File: src/rtl/rr_arbiter_node.sv
// N-input round-robin arbiter node with upstream request/grant chaining.
// Optional ownership locking is compiled in when ARB_LOCK_EN is defined.
module rr_arbiter_node #(
  parameter int unsigned NUM_REQ  = 4,
  parameter int unsigned IDX_W    = (NUM_REQ > 1) ? $clog2(NUM_REQ) : 1,
  parameter int unsigned LOCK_MAX = 16
) (
  input  logic               clk,
  input  logic               rst,
  input  logic [NUM_REQ-1:0] req,
`ifdef ARB_LOCK_EN
  input  logic [NUM_REQ-1:0] lock,
`endif
  output logic [NUM_REQ-1:0] grant,
  output logic               grant_valid,
  output logic [IDX_W-1:0]   grant_idx,
  output logic               arb_req,
  input  logic               arb_grant
);

  // Vectors padded to a power of two so any IDX_W-bit index is in range.
  localparam int unsigned      PadW    = 2 ** IDX_W;
  localparam logic [IDX_W:0]   NumReqW = (IDX_W + 1)'(NUM_REQ);
  localparam logic [IDX_W-1:0] LastIdx = IDX_W'(NUM_REQ - 1);

  if (NUM_REQ < 1 || LOCK_MAX < 1) begin : g_bad_cfg
    $error("rr_arbiter_node: NUM_REQ and LOCK_MAX must be >= 1");
  end

  function automatic logic [IDX_W-1:0] next_idx(input logic [IDX_W-1:0] idx);
    return (idx == LastIdx) ? '0 : idx + IDX_W'(1);
  endfunction

  logic [IDX_W-1:0] ptr_q, ptr_d;
  logic [PadW-1:0]  req_pad;
  logic [PadW-1:0]  grant_pad;
  logic [IDX_W:0]   scan_sum;
  logic [IDX_W-1:0] winner;
  logic             found;
  logic [IDX_W-1:0] grant_sel;
  logic             grant_en;

`ifdef ARB_LOCK_EN
  localparam int unsigned     CntW     = $clog2(LOCK_MAX + 1);
  localparam logic [CntW-1:0] LockMaxC = CntW'(LOCK_MAX);

  typedef enum logic [0:0] {StIdle, StLocked} state_e;

  state_e           state_q, state_d;
  logic [IDX_W-1:0] owner_q, owner_d;
  logic [CntW-1:0]  cnt_q, cnt_d, cnt_inc;
  logic [PadW-1:0]  lock_pad;

  always_comb begin
    lock_pad = '0;
    lock_pad[NUM_REQ-1:0] = lock;
  end

  assign cnt_inc = cnt_q + CntW'(1);
`endif

  always_comb begin
    req_pad = '0;
    req_pad[NUM_REQ-1:0] = req;
  end

  // Rotating scan starting at ptr; first hit is the winner.
  always_comb begin
    winner   = '0;
    found    = 1'b0;
    scan_sum = '0;
    for (int unsigned off = 0; off < NUM_REQ; off++) begin
      scan_sum = {1'b0, ptr_q} + (IDX_W + 1)'(off);
      if (scan_sum >= NumReqW) begin
        scan_sum = scan_sum - NumReqW;
      end
      if (!found && req_pad[scan_sum[IDX_W-1:0]]) begin
        winner = scan_sum[IDX_W-1:0];
        found  = 1'b1;
      end
    end
  end

  always_comb begin
    grant_sel = winner;
    grant_en  = 1'b0;
    arb_req   = 1'b0;
    ptr_d     = ptr_q;
`ifdef ARB_LOCK_EN
    state_d   = state_q;
    owner_d   = owner_q;
    cnt_d     = cnt_q;
    if (state_q == StLocked) begin
      grant_sel = owner_q;
      arb_req   = req_pad[owner_q];
      // A stalled upstream freezes the lock entirely, including release.
      if (arb_grant) begin
        if (req_pad[owner_q]) begin
          grant_en = 1'b1;
          cnt_d    = cnt_inc;
        end
        if (!req_pad[owner_q] || !lock_pad[owner_q] || cnt_inc == LockMaxC) begin
          state_d = StIdle;
          ptr_d   = next_idx(owner_q);
          cnt_d   = '0;
        end
      end
    end else
`endif
    begin
      arb_req = |req;
      if (arb_grant && arb_req) begin
        grant_en = 1'b1;
`ifdef ARB_LOCK_EN
        // With LOCK_MAX==1 the first grant already exhausts the lock.
        if (lock_pad[winner] && LOCK_MAX > 1) begin
          state_d = StLocked;
          owner_d = winner;
          cnt_d   = CntW'(1);
        end else
`endif
        begin
          ptr_d = next_idx(winner);
        end
      end
    end
    if (rst) begin
      grant_en = 1'b0;
      arb_req  = 1'b0;
    end
  end

  always_comb begin
    grant_pad = '0;
    if (grant_en) begin
      grant_pad[grant_sel] = 1'b1;
    end
  end

  assign grant       = grant_pad[NUM_REQ-1:0];
  assign grant_valid = grant_en;
  assign grant_idx   = grant_en ? grant_sel : '0;

  always_ff @(posedge clk) begin
    if (rst) begin
      ptr_q   <= '0;
`ifdef ARB_LOCK_EN
      state_q <= StIdle;
      owner_q <= '0;
      cnt_q   <= '0;
`endif
    end else begin
      ptr_q   <= ptr_d;
`ifdef ARB_LOCK_EN
      state_q <= state_d;
      owner_q <= owner_d;
      cnt_q   <= cnt_d;
`endif
    end
  end

endmodule

File: config.mk
export PLATFORM = sky130hd
export DESIGN_NAME = rr_arbiter_node
export DESIGN_NICKNAME = d
export VERILOG_FILES = /design/src/rtl/rr_arbiter_node.sv
export SDC_FILE = /design/constraint.sdc
export NUM_CORES = 1
export LEC_CHECK = 0
export CAP_MARGIN = 20
export CORE_AREA = 3 3 40 42
export CTS_CLUSTER_DIAMETER = 50
export CTS_CLUSTER_SIZE = 10
export DETAILED_ROUTE_END_ITERATION = 16
export DIE_AREA = 0 0 43 45
export PLACE_DENSITY = 0.54
export SYNTH_ARGS = -nofsm -noshare
export SYNTH_HDL_FRONTEND = slang
export SYNTH_SLANG_ARGS = --single-unit
File: constraint.sdc
create_clock -name clk -period 3.7 [get_ports clk]
set_input_delay 0.925 -clock clk [delete_from_list [all_inputs] [get_ports clk]]
set_output_delay 0.925 -clock clk [all_outputs]
set_load 0.03 [all_outputs]
* Word level (Yosys, flattened, before mapping)
Cells that the tools add are included.
Cells by class: order comparisons 10, eq/ne operators 1, multiplexer cells 27, add/subtract/negate cells 8, reductions and logical operators 9
Operator list (count):
- $mux W2 | 10
- $lt A2 B3 Y1 const B | 5
- $mux W1 | 11
- $ge A3 B3 Y1 const B | 3
- $bmux W1 S2 | 4
- $sub A2 B1 Y2 const B | 4
- $add A2 B2 Y3 const B | 2
- $logic_and A1 B1 Y1 | 5
- $mux W4 | 1
- $reduce_or A4 Y1 | 1
- $add A2 B1 Y3 const B | 1
- $ge A2 B3 Y1 const B | 1
- $logic_not A1 Y1 | 3
- $add A2 B1 Y2 const B | 1
- $demux W1 S2 | 1
- $eq A2 B2 Y1 const B | 1
- $ge A2 B1 Y1 const B | 1
Storage, ports and cells: register bits after elaboration 2, word-level logic and storage cells 56, input bits 7, output and inout port bits 8

* Depth between registers and ports, before layout
word-level depth 19, gate-level depth with buffers 7, mapped depth without buffers 6

* Least setup slack after synthesis
Ideal clock, no wire load.
path type input-to-output, start point in req[3], end point out grant_idx[1], slack 0.820 ns, stages 3, buffers on the path 0, arrival time 1.955 ns, data required time 2.775 ns, path through nor4_1 > nor3b_2 > o221a_2
On the way: elaborated cells between the ends (all ways) 26, classes of those cells 18 x mux; 8 x reduce/logical
RTL lines:
- from (decl) | RTL line 10 | input logic [NUM_REQ-1:0] req,
- $reduce_or A4 Y1 | RTL line 111 | arb_req = |req;
- $logic_and A1 B1 Y1 | RTL line 112 | if (arb_grant && arb_req) begin
- $mux W1 | RTL line 112
- $mux W1 | RTL line 127 | if (rst) begin
- net grant_valid | RTL line 15 | output logic grant_valid,
- $mux W2 | RTL line 142 | assign grant_idx = grant_en ? grant_sel : '0;
- to (decl) | RTL line 16 | output logic [IDX_W-1:0] grant_idx,
The timed path passes the listed nets, and every way through them passes these cells. The select of a mux whose other input is x is not followed.

* Worst setup path after layout
start point in req[0], end point out grant[3]
On the way: cells in the longest elaborated chain, start to end 17, elaborated cells between the ends (all ways) 31, classes of those cells 2 x order compare; 20 x mux; 9 x reduce/logical
Ends and longest elaborated chain:
- $bmux W1 S2 | RTL line 77 | if (!found && req_pad[scan_sum[IDX_W-1:0]]) begin
- $mux W1 (not written as such) | RTL line 77
- $mux W1 | RTL line 77
- $logic_not A1 Y1 | RTL line 77
- $logic_and A1 B1 Y1 | RTL line 77
- $mux W1 | RTL line 77
- $logic_not A1 Y1 | RTL line 77
- $logic_and A1 B1 Y1 | RTL line 77
- $mux W1 | RTL line 77
- $logic_not A1 Y1 | RTL line 77
- $logic_and A1 B1 Y1 | RTL line 77
- $mux W2 | RTL line 77
- $lt A2 B3 Y1 (not written as such) or $ge A2 B1 Y1 (tied branches) | RTL line 136 | grant_pad[grant_sel] = 1'b1;
- $logic_and A1 B1 Y1 (not written as such) | RTL line 136
- $mux W1 (not written as such) | RTL line 136
- $demux W1 S2 | RTL line 136
- $mux W4 (*) | RTL line 135 | if (grant_en) begin
- to (decl) | RTL line 14 | output logic [NUM_REQ-1:0] grant,
Every way passes the cells marked *; elsewhere a longest branch is shown, timed or not. The select of a mux whose other input is x is not followed.

==> results.tsv <==
metric	value	unit
status	finished, final reports clean	
Critical Path Start Type	input pin	
I/O Pins	15	
Worst Hold Endpoint	ptr_q[0]$_SDFFE_PP0N_	
Skew-Pair Late Insertion Delay	0.22	ns
Min-Delay Path Depth	2	
Seq pwr share	19.9	%
DRT iter0 DRCs	5	
layout cells sized above 1	42.1	%
Buffers on Ports	14	
CTS sink count	2	
Bufs on Longest Clock Path	2	
reg-to-reg startpoint	ptr_q[1]$_SDFFE_PP0N_	
Total Power	142	uW
residual DRC count	0	
via/cell ratio	4.43	
Hold-fix buffers, CTS	0	
Hold Crit Class	flip-flop to flip-flop	
sw frac	32.6	%
RR Endpoint	ptr_q[1]$_SDFFE_PP0N_	
worst path required time	2.77	ns
setup_tns	0	ns
Yosys top cell by area	ha_1	
Sw Pwr	46.2	uW
Util after Layout	40.3	%
Largest register FFs	2	
P_leak	0.247	nW
number of antenna diodes	0	
initial antenna violation count	0	
final hold violations	0	
final setup vio count	0	
P_int	95.3	uW
global route overflow	0	
VDD IR-drop max	260	uV
clock share of power	33.0	%
root buffer cell	clkbuf_4	
slew margin rel.	79.6	%
Slew @ Worst Pin	0.306	ns
Comb power frac	47.1	%
Die X	43	um
Die Area	0.00194	mm^2
Post-Syn Nets	43	
# Post-CTS Setup Buffers	0	
Rows	13	
worst setup path class	input pin to output pin	
Seq cells post-synth	2	
Nets	70	
Biggest register	ptr_q	
CTS Buf Count	3	
vias	319	
Final Cycle Share	95.1	%
H-tree depth	1	
Unique masters post-synth	20	
Initial Utilization	23.1	%
YS warnings	0	
Setup crit end kind	output pin	
antenna viol nets, final	0	
R2R depth	6	
Synth area leaders	ha_1 (17%), dfxtp_1 (14%), and2_1 (8.4%)	
Setup WS pre-CTS	-0.0656	ns
crit-path max FO	4	
Seq/Total Area, Yosys	13.5	%
number of global-route vias before repair	308	
synthesized area	297	um^2
Routed WL	697	um
Die Y	45	um
RSZ-0062 raised after global routing	no	
gp weighted congestion	0.680	
Post-Syn Instances	32	
Area Overhead vs Synth	74.7	%
f_max	284	MHz
power per cell area	273	mW/mm^2
crit path time final	3.52	ns
largest registers	ptr_q (2)	
Routed WL per cell	9.68	um
DR pass1 iterations	2	
Max Cap Viol	0	
Synth Area per Inst	9.27	um^2
min-delay src	ptr_q[0]$_SDFFE_PP0N_	
Slew Limit Fails	0	
CTS resizes	1	
skew final	0.00385	ns
top-area cell type share of the netlist area	16.9	%
r2r setup slk	2.15	ns
first-pass GRT wire length	1.27	mm
CTS tree	done	
largest net degree at the start of global routing	9	
Overall Global Routing Usage	8.81	%
WP data arrival	2.59	ns
worst setup margin	0.182	ns
Reg clk slew, reported paths	0.03	ns
core area	0.00128	mm^2
## placed cells by master, fill, tap and decap left out
cell type / instances
o221a_4: 1
nor2_1: 3
o41a_1: 1
or3b_1: 1
a21oi_1: 2
mux2i_1: 2
dlygate4sd2_1: 1
buf_4: 15
and2_2: 1
o221a_2: 1
dfxtp_1: 2
nor3b_2: 1
clkbuf_4: 3
ha_1: 4
nor4_1: 1
a21boi_0: 1
a211oi_2: 1
clkdlybuf4s50_1: 7
o22ai_1: 1
o22a_2: 1
inv_1: 2
o21a_1: 1
and2_1: 4
## synthesized netlist by cell type (all sizes together)
master,instances
dfxtp,2
o22a,1
o221a,2
ha,4
o21a,1
a21boi,1
nor2,3
o41a,1
or3b,1
nor4,1
nor3b,1
and2,5
o22ai,1
buf,1
a21oi,2
inv,2
mux2i,2
a211oi,1
## power by group through the flow
stage               clock (mW)  sequential, mW  combinational, mW
floorplan                    0          0.0258             0.0407
global placement             0          0.0287             0.0680
detailed placement           0          0.0286             0.0683
CTS                     0.0492          0.0284             0.0682
global route            0.0503          0.0288             0.0744
finish                  0.0466          0.0282             0.0667
## routing by layer
metal  up-vias  part of all wire, %  global-route usage, %
li1        172                    -                      -
met1       140                   49                   11.3
met2         7                   46                   12.9
met3         0                  5.2                   3.98
met4         0                    0                   3.61
met5         -                    0                      0
## worst max-delay path by stage
stage | from | to | cells past startpoint
2_1_floorplan | req[3] | grant_idx[1] | 3
3_3_place_gp | req[0] | grant[3] | 7
3_5_place_dp | req[0] | grant[3] | 7
4_1_cts | req[0] | grant[3] | 7
5_1_grt | req[1] | grant[2] | 8
6_report | req[0] | grant[3] | 7
## per-stage QoR
step / instance area [um^2] / cells / hold WS (ns)
3_5_place_dp: 497 / 69 / 0.560
5_1_grt: 518 / 72 / 0.623
2_1_floorplan: 297 / 32 / 0.521
6_report: 518 / 72 / 0.553
3_3_place_gp: 497 / 69 / 0.554
4_1_cts: 518 / 72 / 0.564
## kinds of logic after synthesis
group           after synthesis  share of synthesized area [%]
simple gates                 11                           24.1
flops                         2                           13.5
mux                           2                           6.75
fa+ha+maj                     4                           16.9
compound gates               10                           32.5
buf+inv                       3                           6.33
## critical path, cell delays in order
cell	delay (ns)
clkdlybuf4s50_1	0.53
a21oi_1	0.08
o21a_1	0.19
o22a_2	0.23
ha_1	0.17
and2_1	0.12
dlygate4sd2_1	0.35
## area by class of cell
class,count,area (um^2)
Multi-Input combinational cell,27,238
Clock buffer,3,22.5
Tap cell,15,18.8
Inverter,2,7.51
Sequential cell,2,40.0
Timing Repair Buffer,23,191
Fill cell,138,767
No activity file was read; power rests on OpenSTA's default activity.
==> variant 1 (same flow settings) <==
Reset style: asynchronous (`rst`), changed in one clocked block.
--- a/src/rtl/rr_arbiter_node.sv
+++ b/src/rtl/rr_arbiter_node.sv
@@ -143,3 +143,3 @@
 
-  always_ff @(posedge clk) begin
+  always_ff @(posedge clk or posedge rst) begin
     if (rst) begin
Behaviour: no difference found for any inputs over 10 cycles, from zero or initial values and one cycle with rst high; that may be too few to reach the edited logic, so the function may still have changed.
==> variant 1 against the original RTL <==
Wire length is 18% higher. Global-route usage is 1.0 points higher. Non-clock buffer count is 2 higher. Sequential cell count stayed put. Area after synthesis is 14% higher. Setup slack worse by 0.098 ns. Cell area is 13% higher. Count of clock-buffer cells in the layout stayed put. Critical path depth is 1 higher. Critical path type unchanged.
Power is not compared: it rests on default switching activity, and its combinational part moved more than twofold at a synthesized area within 25%.
==> variant 1: results (changes against the original RTL) <==
Run status
  • Status: finished clean

Worst setup path
  • CP max-delay cell: or4_1
  • CP Launch Point: req[3]
  • Crit path DAT: 2.69 ns (+0.10 ns)
  • Delay-heaviest family, CP: simple AND/OR/NAND/NOR gates
  • Critical R2R Launch: ptr_q[0]
  • Worst Path Max Fanout: 5 (+1)

Global routing
  • Initial antenna violation count: 0 (unchanged)
  • Vias in the first global route: 327 (+6.2%)
  • Tot GR Track Use: 9.83% (+1.0 points)
  • Largest net degree at the start of global routing: 8 (-1)
  • First-pass GRT wire length: 1350 microns (+6.5%)

Worst hold path
  • Hold Path Class: flip-flop to flip-flop
  • Hold_sp: ptr_q[0]

STA
  • Worst-Margin Slew: 0.329 ns (+0.0235 ns)
  • Max Clock Skew: 0.00620 ns (+0.00236 ns)

Placed design
  • Placed cell area: 557 sq um (+12%)
  • Post-Place Cells: 76 (+10%)
  • Placer congestion estimate: 0.757 (+11%)
  • Setup WS pre-CTS: -0.188 ns (-0.122 ns)

Logic synthesis
  • Syn nets: 48 (+12%)
  • Top post-synthesis cells by area: dfrtp_1 15%, ha_1 15%, and2_4 10%
  • Commonest cells in the netlist: 4 x and2_4, 4 x ha_1, 3 x nor2b_1
  • Synth Flop Type: dfrtp_1
  • Netlist cell types: 26 (+30%)
  • Synthesized instance count: 37 (+16%)
  • Seq/Total Area, Yosys: 14.9% (+1.4 points)
  • Async SR Flop Fraction: 100% (+100 points)

Detailed routing
  • Via density: 4.56 (+2.9%)
  • DRT Pass-1 Iters: 4 (+2)
  • Iteration-0 DRC Markers: 1 (-4)
  • Final WL: 820 microns (+18%)

Finish
  • Fill count: 142 (+2.9%)
  • Layout net count: 77 (+10%)
  • Largest registers ranked by flip-flop count: ptr_q x2
  • Post-route non-filler standard cell count: 79 (+9.7%)
  • Layout cell share with drive strength beyond 1: 50.0% (+7.9 points)

Power
  • Net Switching: 93.8 uW
  • Reg power frac: 17.1%

Clock network
  • CTS-repair resized insts: 3 (+2)
  • Cts bufs inserted: 3 (unchanged)
variant 1: cell types whose count changed in the layout (fill, tap and decap cells not counted), sizes merged, moves of 2 or more:
cell | unedited run | this run
o221a | 2 | 0
or4 | 0 | 2
dlygate4sd2 | 1 | 3
nor2 | 3 | 1
o21bai | 0 | 2
dfxtp | 2 | 0
dfrtp | 0 | 2
mux2i | 2 | 0
nand2 | 0 | 2
nor2b | 0 | 3
variant 1: cell families after synthesis:
group           synth area share [%]
fa+ha+maj                       14.9
flops                           14.9
mux                             3.35
buf+inv                         4.46
simple gates                    39.4
compound gates                  23.0
variant 1: final timing paths:
path | to | slack [ns] | depth (start not counted)
max in group asynchronous | ptr_q[1] | 2.69 | 2
min | ptr_q[0] | 0.61 | 2
max reg2reg | ptr_q[1] | 1.87 | 6
min reg2reg | ptr_q[0] | 0.61 | 2
max | grant[3] | 0.08 | 8
min in group asynchronous | ptr_q[0] | 0.87 | 2
variant 1: cell type report:
class / instances / area [sq um] / share of cell area, %
flip-flops and latches: 2 / 50.0 / 8.57
repair buffers: 25 / 211 / 36.2
multi-input cells: 33 / 278 / 47.5
clock buffers: 3 / 22.5 / 3.85
well taps: 15 / 18.8 / 3.21
inverters: 1 / 3.75 / 0.642
variant 1: routing by layer:
layer / track usage [%] / part of all wire [%] / up-vias
met5: 0 / 0 / -
met4: 7.23 / 0 / 0
met3: 3.59 / 6.6 / 0
met2: 14.7 / 52 / 12
met1: 11.6 / 41 / 158
li1: - / - / 190
variant 1: worst register-to-register path, stage by stage, from the launching register on:
cell and delay, ns:
dfrtp_1 0.37, nor2b_1 0.08, buf_4 0.15, or4b_4 0.52, nand2_2 0.10, ha_1 0.23, mux2_2 0.26
==> variant 2 (same flow settings) <==
Made on the original files. The parameter `NUM_REQ` goes from 4 to 2.
--- a/src/rtl/rr_arbiter_node.sv
+++ b/src/rtl/rr_arbiter_node.sv
@@ -3,3 +3,3 @@
 module rr_arbiter_node #(
-  parameter int unsigned NUM_REQ  = 4,
+  parameter int unsigned NUM_REQ  = 2,
   parameter int unsigned IDX_W    = (NUM_REQ > 1) ? $clog2(NUM_REQ) : 1,
Ports: changed (resized grant, grant_idx and req); port bits go from 15 to 10. The function was not compared with the original's and may differ.
==> variant 2 against the original RTL <==
Cell area shrank 61%. Power shrank 77%. Die area is the same. Sequential share of layout area grew 2.3 points. First-iteration DRC count shrank 40%. Critical endpoint is now grant[1]. Largest power group unchanged. Combinational power shrank 69%. Setup slack gained 0.16 ns. Clock skew shrank 0.0038 ns. Area after synthesis shrank 67%. Sequential cell count shrank 1. Cell count shrank 50%. Wire length shrank 60%.
==> variant 2: results (changes against the original RTL) <==
Global routing
  • Tot GR Track Use: 3.07% (-5.7 points)
  • Largest net degree at the start of global routing: 5 (-4)
  • GRT met1 Usage: 4.77% (-6.5 points)
  • First-pass GRT wire length: 489 microns (-61%)
  • Met3 Usage GRT: 0% (-4.0 points)
  • Routing usage on met2: 5.09% (-7.8 points)

Logic synthesis
  • Syn nets: 18 (-58%)
  • Synthesized instance count: 13 (-59%)
  • Seq/Total Area, Yosys: 20.3% (+6.8 points)
  • Top post-synthesis cells by area: dfxtp_1 20%, and3_1 13%, a21bo_1 10%

Clock network
  • Clk Latency, worst-skew pair: 0 ns (-0.22 ns)
  • CTS-repair resized insts: 0 (-1)
  • Reg clk slew, reported paths: 0 ns (-0.03 ns)

Worst setup path
  • Worst Path Max Fanout: 3 (-1)
  • Crit path DAT: 2.43 ns (-0.16 ns)
  • R2R Setup Slk: 2.94 ns (+0.79 ns)
  • Critical R2R Launch: ptr_q
  • CP max-delay cell: clkdlybuf4s50_1
  • RR Endpoint: ptr_q
  • Reg2Reg Depth: 2 (-4)
  • Max incr delay on CP: 0.67 ns (+0.14 ns)

Finish
  • Largest registers ranked by flip-flop count: ptr_q x1
  • Max reg flops: 1 (-1)
  • Layout net count: 28 (-60%)
  • Layout cell share with drive strength beyond 1: 9.52% (-33 points)

STA
  • Max_slew headroom: 79.6% (about the same)
  • Max Clock Skew: 0 ns (-0.00385 ns)

Run status
  • Status: finished clean

Worst hold path
  • Hold EP: ptr_q
  • Hold_sp: ptr_q

Detailed routing
  • DRT Pass-1 Iters: 4 (+2)
  • Met3 routed WL: 23 microns (-36%)
  • Via count: 123 (-61%)
  • Detail Route met2 WL: 104 microns (-67%)
  • Routed length per instance: 7.67 microns (-21%)
  • Iteration-0 DRC Markers: 3 (-2)
  • Via density: 3.42 (-23%)
  • Met1 wire length: 148 microns (-57%)

Placed design
  • Placer congestion estimate: 0.700 (+3.0%)
  • Post-Place Cells: 36 (-48%)
  • Placed cell area: 200 sq um (-60%)
  • # port buffers: 9 (-5)

Power
  • Net Switching: 10.6 uW (-77%)
  • Worst vdd ir: 0.0695 mV (-73%)
  • LEAKAGE: 0.0744 nW (-70%)
==> variant 2: changes by cell type in the layout (fill, tap and decap cells not counted), moves of 3 or more <==
| cell | change |
|---|---|
| and2_1 | -4 |
| clkbuf_4 | -3 |
| ha_1 | -4 |
| buf_4 | -15 |
==> variant 2: power by group through the flow <==
stage / Combinational (mW) / Sequential, mW / Clock (mW)
floorplan: 0.0105 / 0.0121 / 0
global placement: 0.0208 / 0.0122 / 0
detailed placement: 0.0210 / 0.0123 / 0
CTS: 0.0210 / 0.0123 / 0
global route: 0.0224 / 0.0125 / 0
finish: 0.0208 / 0.0123 / 0
==> variant 2: layout make-up <==
type	instances	area, sq um
timing repair buffer	9	90.1
sequential	1	20.0
tap	15	18.8
fill	146	1080
multi-input combinational	11	71.3
==> variant 2: metrics by stage <==
stage	hold WS, ns	util [%]	setup WS (ns)
after floorplan	0.525	-	1.16
after global placement	0.555	15.6	0.335
after detailed placement	0.571	15.6	0.327
after CTS	0.572	15.6	0.321
after global routing	0.633	15.6	0.248
final	0.577	15.6	0.340
==> variant 2: how the worst max path moves through the flow <==
stage / cells past startpoint / to / start / slack, ns
CTS: 4 / grant[1] / arb_grant / 0.32
floorplan: 3 / grant[1] / arb_grant / 1.16
detailed placement: 4 / grant[1] / arb_grant / 0.33
global placement: 4 / grant_idx / arb_grant / 0.33
finish: 4 / grant[1] / arb_grant / 0.34
global route: 4 / grant_idx / arb_grant / 0.25
==> variant 2: kinds of logic (layout without fill, tap and decap cells) <==
| group | count (synthesis) | after routing | synth area share [%] |
|---|---|---|---|
| flip-flops | 1 | 1 | 20.3 |
| AO/OA/AOI/OAI | 2 | 2 | 19.0 |
| AND/OR/NAND/NOR | 9 | 9 | 53.2 |
| buffers and inverters | 1 | 9 | 7.60 |
